<file path="src/rtl/fetch_pkg.sv">
// Shared types and constants for the RoadRunner instruction-fetch stage.
package fetch_pkg;

    localparam int unsigned PC_W    = 16;
    localparam int unsigned INSTR_W = 16;
    localparam int unsigned CNT_W   = 32;

    localparam logic [PC_W-1:0]    RESET_PC  = 16'h0000;
    localparam logic [3:0]         OPC_HALT  = 4'hF;
    localparam logic [INSTR_W-1:0] NOP_INSTR = 16'h0000;

    typedef enum logic {
        RUN  = 1'b0,
        HALT = 1'b1
    } fetch_state_e;

    // IF/ID pipeline register payload
    typedef struct packed {
        logic [INSTR_W-1:0] instr;
        logic [PC_W-1:0]    pc_plus1;
        logic               valid;
    } ifid_t;

    localparam ifid_t IFID_RST = '{instr: NOP_INSTR, pc_plus1: 16'h0000, valid: 1'b0};

    function automatic logic is_halt(input logic [INSTR_W-1:0] instr);
        return instr[INSTR_W-1 -: 4] == OPC_HALT;
    endfunction

endpackage

</file>
<file path="src/rtl/instr_fetch_if.sv">
// Instruction-memory bus between the fetch stage (master) and the memory (slave).
interface instr_fetch_if;

    logic [fetch_pkg::PC_W-1:0]    im_addr;
    logic                          im_rd_en;
    logic [fetch_pkg::INSTR_W-1:0] im_instr;

    modport master (output im_addr, output im_rd_en, input  im_instr);
    modport slave  (input  im_addr, input  im_rd_en, output im_instr);

endinterface

</file>
<file path="src/rtl/fetch_perf_cnt.sv">
// Saturating event counter with synchronous clear.
module fetch_perf_cnt
    import fetch_pkg::*;
(
    input  logic             clk,
    input  logic             clr,
    input  logic             inc,
    output logic [CNT_W-1:0] cnt
);

    logic [CNT_W-1:0] cnt_q;
    logic [CNT_W-1:0] cnt_d;

    always_comb begin
        cnt_d = cnt_q;
        if (inc && (cnt_q != {CNT_W{1'b1}})) begin
            cnt_d = cnt_q + CNT_W'(1);
        end
    end

    always_ff @(posedge clk) begin
        if (clr) begin
            cnt_q <= '0;
        end else begin
            cnt_q <= cnt_d;
        end
    end

    assign cnt = cnt_q;

endmodule

</file>
<file path="src/rtl/instr_fetch.sv">
// Instruction-fetch stage: PC, next-PC mux, IF/ID register and RUN/HALT FSM.
// Optional perf counters are enabled with FETCH_PERF_CNT_EN.
module instr_fetch
    import fetch_pkg::*;
(
    input  logic                 clk,
    input  logic                 rst,
    input  logic                 stall,
    input  logic                 flush,
    input  logic [PC_W-1:0]      redirect_pc,
    instr_fetch_if.master        imem,
    output logic [INSTR_W-1:0]   ifid_instr,
    output logic [PC_W-1:0]      ifid_pc_plus1,
    output logic                 ifid_valid,
`ifdef FETCH_PERF_CNT_EN
    output logic [CNT_W-1:0]     fetch_cnt,
    output logic [CNT_W-1:0]     stall_cnt,
`endif
    output logic                 halted
);

    fetch_state_e    state_q, state_d;
    logic [PC_W-1:0] pc_q, pc_d;
    ifid_t           ifid_q, ifid_d;
    logic            halted_q, halted_d;
    logic [PC_W-1:0] pc_plus1;

    assign pc_plus1 = pc_q + PC_W'(1);

    // Priority: flush > stall > advance; reset is applied in the register block.
    always_comb begin
        state_d  = state_q;
        pc_d     = pc_q;
        ifid_d   = ifid_q;
        halted_d = halted_q;

        if (flush) begin
            pc_d         = redirect_pc;
            ifid_d.valid = 1'b0;
            ifid_d.instr = NOP_INSTR;
            state_d      = RUN;
            halted_d     = 1'b0;
        end else begin
            unique case (state_q)
                RUN: begin
                    if (!stall) begin
                        ifid_d.instr    = imem.im_instr;
                        ifid_d.pc_plus1 = pc_plus1;
                        ifid_d.valid    = 1'b1;
                        if (is_halt(imem.im_instr)) begin
                            state_d  = HALT;
                            halted_d = 1'b1;
                        end else begin
                            pc_d = pc_plus1;
                        end
                    end
                end
                HALT: begin
                    ifid_d.valid = 1'b0;
                    ifid_d.instr = NOP_INSTR;
                end
                default: begin
                    state_d = RUN;
                end
            endcase
        end
    end

    always_ff @(posedge clk) begin
        if (rst) begin
            state_q  <= RUN;
            pc_q     <= RESET_PC;
            ifid_q   <= IFID_RST;
            halted_q <= 1'b0;
        end else begin
            state_q  <= state_d;
            pc_q     <= pc_d;
            ifid_q   <= ifid_d;
            halted_q <= halted_d;
        end
    end

    // Read enable must be settled before clk falls; the memory holds its output when low.
    assign imem.im_addr  = pc_q;
    assign imem.im_rd_en = ~rst & ~stall & (state_q == RUN);

    assign ifid_instr    = ifid_q.instr;
    assign ifid_pc_plus1 = ifid_q.pc_plus1;
    assign ifid_valid    = ifid_q.valid;
    assign halted        = halted_q;

`ifdef FETCH_PERF_CNT_EN
    logic fetch_evt_c;
    logic stall_evt_c;

    assign fetch_evt_c = ~flush & ~stall & (state_q == RUN);
    assign stall_evt_c = ~flush &  stall & (state_q == RUN);

    fetch_perf_cnt u_fetch_cnt (
        .clk (clk),
        .clr (rst),
        .inc (fetch_evt_c),
        .cnt (fetch_cnt)
    );

    fetch_perf_cnt u_stall_cnt (
        .clk (clk),
        .clr (rst),
        .inc (stall_evt_c),
        .cnt (stall_cnt)
    );
`endif

endmodule

</file>
<file path="src/flat_wrapper.sv">
// flat-port wrapper written by rule: the top's interface ports become plain ports
module instr_fetch_flat import fetch_pkg::*;
  (clk, rst, stall, flush, redirect_pc, ifid_instr, ifid_pc_plus1, ifid_valid, halted, imem_im_addr, imem_im_rd_en, imem_im_instr);
  instr_fetch_if imem_i ();
  input  logic clk;
  input  logic rst;
  input  logic stall;
  input  logic flush;
  input  logic [PC_W-1:0] redirect_pc;
  output logic [INSTR_W-1:0] ifid_instr;
  output logic [PC_W-1:0] ifid_pc_plus1;
  output logic ifid_valid;
  output logic halted;
  output wire logic [$bits(imem_i.im_addr)-1:0] imem_im_addr;
  output wire logic [$bits(imem_i.im_rd_en)-1:0] imem_im_rd_en;
  input wire logic [$bits(imem_i.im_instr)-1:0] imem_im_instr;
  assign imem_im_addr = imem_i.im_addr;
  assign imem_im_rd_en = imem_i.im_rd_en;
  assign imem_i.im_instr = imem_im_instr;
  instr_fetch u_core (.clk(clk), .rst(rst), .stall(stall), .flush(flush), .redirect_pc(redirect_pc), .imem(imem_i), .ifid_instr(ifid_instr), .ifid_pc_plus1(ifid_pc_plus1), .ifid_valid(ifid_valid), .halted(halted));
endmodule
</file>
<file path="config.mk">
export PLATFORM = sky130hd
export DESIGN_NAME = instr_fetch_flat
export DESIGN_NICKNAME = d
export VERILOG_FILES = /design/src/rtl/fetch_pkg.sv /design/src/rtl/instr_fetch_if.sv /design/src/rtl/fetch_perf_cnt.sv /design/src/rtl/instr_fetch.sv /design/src/flat_wrapper.sv
export SDC_FILE = /design/constraint.sdc
export NUM_CORES = 1
export LEC_CHECK = 0
export CAP_MARGIN = 20
export CORE_ASPECT_RATIO = 1.2
export CORE_MARGIN = 4
export CORE_UTILIZATION = 41
export CTS_BUF_LIST = sky130_fd_sc_hd__clkbuf_2 sky130_fd_sc_hd__clkbuf_4 sky130_fd_sc_hd__clkbuf_8
export DETAILED_ROUTE_END_ITERATION = 10
export PLACE_DENSITY_LB_ADDON = 0.1
export SYNTH_ARGS = -nofsm -noshare
export SYNTH_HDL_FRONTEND = slang
export SYNTH_HIERARCHICAL = 1
export SYNTH_SLANG_ARGS = --single-unit
</file>
<file path="constraint.sdc">
create_clock -name clk -period 1.8 [get_ports clk]
set_input_delay 0.27 -clock clk [delete_from_list [all_inputs] [get_ports clk]]
set_output_delay 0.27 -clock clk [all_outputs]
set_load 0.03 [all_outputs]
</file>
==> impl_results.md, run 1 <==
* Ys flop type: dfxtp_1
* Post-CTS Hold Buffers at 0
* Crit-path max FO at 4
* Asr flop ratio synth at 0
* Clock Pin Slew Worst Setup and Hold Paths at 0.09 ns
* Largest net degree at the start of global routing at 30
* GRT Util Overall at 0.1851
* Routed len/inst at 14.09 um
* Via count at 2269
* Final Hold Viols at 0
* XOR/XNOR Fraction of Synth Area at 0.08284
* Tmin final at 1.751 ns
* Port Buffers at 86
* Worst Path Buf+Inv at 2
* Rows at 29
* Post-synthesis area per instance at 8.811 um^2
* Worst reg2reg path endpoint: u_core/imem.im_addr[12]
* IO Count at 87
* Hold Path End: u_core/ifid_valid
* Setup-failing EPs final at 0
* Crit path DAT at 1.48 ns
* Adder-cell share of the synthesized area at 0.005379
* H-tree depth at 2
* Hold Path Origin: u_core/ifid_valid
* Share of layout cells above drive strength 1 at 0.1931
* WHS Path Cells at 2
* Worst path max stage delay at 0.67 ns
* Root Driver: clkbuf_8
* Clock tree sinks at 51
* Yosys warnings at 6
* First-pass DRT Iterations at 4
* Crit path kind: reg -> out
* Fin cells at 440
* HPWL after detailed placement at 4883 um
* RSZ-0062 raised after global routing: yes
* Critical Path End Type: primary output
* Crit. path cell count at 2
* Fmax at 571.0 MHz
* TritonCTS clock tree: yes
* Routed wire length at 6199 um
* TNS Setup at 0 ns
* Longest Clk Path Bufs at 2
* Diode count at 0
* Cell count after synthesis at 264
* Clk_lat worst skew at 0.31 ns
* Final Skew at 0.009891 ns
* Initial antenna violation count at 0
* Master of the slowest instance on the critical path: clkdlybuf4s50_1
* Overall power at 0.002675 W
* RD Place Congestion at 0.8593
* Hold crit path type: reg -> reg
* R2r setup slk at 0.06 ns
* FF-to-FF Start: u_core/imem.im_addr[1]
* Worst path cell trace: buf_4, clkdlybuf4s50_1
* Final #Nets at 414
* Placed inst area at 3552 um^2
* Reg2reg path depth at 5
* Placed Instances at 430
* Power per cell area at 718.9 nW/um^2
* Initial Util at 0.4302
* Max VDD drop at 0.0005077 V
* Mapped Area at 2326 um^2
* Initial DRC Count at 61
* Compound-gate portion of the synthesized area at 0.1425
* # Max-Cap Violations at 0
* Antenna viol nets, final at 0
* Worst Setup Start Kind: register
* Chip width at 76.76 um
* Area of the die at 6947 um^2
* CTS buffer count at 5
* Leak Pwr at 1.439 nW
* Post-synth EDFFs at 0
* Final Cell Area at 3721 um^2
* Via-to-Cell Ratio at 5.157
* First-pass GRT wire length at 10550 um
* Fin. max-slew vios at 0
* Die Y at 90.51 um
* Main combinational cell family by area after synthesis: simple AND/OR/NAND/NOR gates
* Core area at 5406 um^2
* Synth-to-Final Area Change at 59.98%
* Netlist cell types at 35
* Slew @ Worst Pin at 0.3834 ns
* Period utilization at 0.9730
* CP delay by family, top: buffers and inverters
* Post-synthesis mux area share at 0.07746
* Drt drc at 0
* Total global routing overflow at 0
* Slew headroom at 0.7424
* CP required at 1.53 ns
* Synth Area in Simple Gates at 0.2033
* Register area share after synthesis at 0.4389
* Mapped Nets at 301
* Number of global-route vias before repair at 2296
* Status: completed
* Yosys reg bits at 51
worst register-to-register path: stages (launching register included):
cell and delay [ns]:
dfxtp_4 0.39, ha_4 0.16, nand3_4 0.11, or4_4 0.44, or3_4 0.38, a311oi_2 0.19
cell families (layout without fill, tap and decap cells):
group / count (synthesis) / in the layout
and+or+nand+nor: 96 / 96
AOI/OAI and AO/OA: 46 / 46
buffers and inverters: 30 / 144
DFF: 51 / 51
muxes: 18 / 18
adders and majority gates: 1 / 1
xor gates and xnor gates: 22 / 22
Yosys cell counts, types with 3 or more instances:
| library cell | number | area, um^2 |
|---|---|---|
| inv_1 | 11 | 41.29 |
| dfxtp_1 | 51 | 1021 |
| clkbuf_1 | 16 | 60.06 |
| or3_1 | 3 | 18.77 |
| nor4_1 | 6 | 37.54 |
| nand3_1 | 3 | 15.01 |
| nor3b_1 | 3 | 22.52 |
| a211oi_1 | 20 | 150.1 |
| a21oi_1 | 9 | 45.04 |
| nor2_1 | 50 | 187.7 |
| nor3_1 | 7 | 35.03 |
| a311oi_1 | 3 | 26.28 |
| mux2i_1 | 18 | 180.2 |
| xnor2_1 | 13 | 113.9 |
| xor2_1 | 9 | 78.83 |
| o31a_1 | 4 | 35.03 |
| a21boi_0 | 3 | 22.52 |
| nand4_1 | 6 | 37.54 |
| o21a_1 | 3 | 22.52 |
| nand2_1 | 9 | 33.78 |
worst max path at each step:
| stage | from | endpoint |
|---|---|---|
| after floorplan | u_core/imem.im_addr[4] | u_core/imem.im_addr[12] |
| after global placement | stall | u_core/imem.im_addr[8] |
| after detailed placement | stall | u_core/imem.im_addr[13] |
| after CTS | u_core/imem.im_addr[7] | u_core/imem.im_addr[15] |
| after global routing | u_core/imem.im_addr[1] | u_core/imem.im_addr[12] |
| final | u_core/imem.im_addr[0] | imem_im_addr[0] |
placed cells by master, fill, tap and decap left out, types with 3 or more instances in the layout:
cell type,netlist,layout
dfxtp_2,0,3
mux2i_1,18,18
nand2_1,9,9
o21a_1,3,3
clkbuf_8,0,5
o31a_1,4,4
xor2_1,9,9
dfxtp_1,51,38
nand4_1,6,6
inv_1,11,11
nor3b_1,3,3
buf_4,0,39
clkdlybuf4s50_1,0,83
a21boi_0,3,3
dfxtp_4,0,10
a211oi_1,20,20
a21oi_1,9,9
xnor2_1,13,13
nor3_1,7,7
nor2_1,50,49
nor4_1,6,6
power breakdown:
part	total (W)	switching, W	internal (W)
Clock	0.000813	0.000366	0.000446
Sequential	0.00126	0.0000664	0.00119
Combinational	0.000607	0.000302	0.000305
per-layer routing:
metal,vias to the layer above,global-route usage,part of all wire
met4,0,0.07553,0.016
li1,1152,-,-
met5,-,0,0
met2,68,0.3132,0.49
met3,11,0.06487,0.070
met1,1038,0.2102,0.43
stage by stage:
step / setup slack [ns] / util / hold WS, ns
6_report: 0.04854 / 0.6883 / 0.4529
5_1_grt: -0.004605 / 0.6883 / 0.4883
4_1_cts: 0.007740 / 0.6781 / 0.4570
3_5_place_dp: -0.1411 / 0.6570 / 0.4437
3_3_place_gp: -0.1020 / 0.6570 / 0.4315
2_1_floorplan: -0.01631 / - / 0.4072
final cells by class:
type | instances | area (um^2)
Fill cell | 469 | 1685
Sequential cell | 51 | 1062
Clock inverter | 1 | 30.03
Clock buffer | 7 | 83.83
Multi-Input combinational cell | 183 | 1257
Inverter | 11 | 41.29
Tap cell | 62 | 77.57
Timing Repair Buffer | 125 | 1169
state kept, by name, summed over array words and instances (netlist names):
name                  cells
u_core/ifid_valid         1
u_core/ifid_pc_plus1     16
u_core/imem.im_addr      16
u_core/halted             1
u_core/ifid_instr        16
u_core/state_q            1
timing repair:
item / in CTS / in global routing
gates resized for setup: 0 / 9
hold endpoints to repair: 0 / 0
buffers inserted: 0 / 2
setup endpoints to repair: 0 / 6
Power figures use the tool's default switching activity.
==> run 2: changes to the inputs <==
--- a/config.mk
+++ b/config.mk
@@ -16,3 +16,4 @@
 export SYNTH_HDL_FRONTEND = slang
 export SYNTH_HIERARCHICAL = 1
 export SYNTH_SLANG_ARGS = --single-unit
+export TNS_END_PERCENT = 50
==> results of run 2 <==
The final DEF is identical to that of run 1; final timing and power are the same.
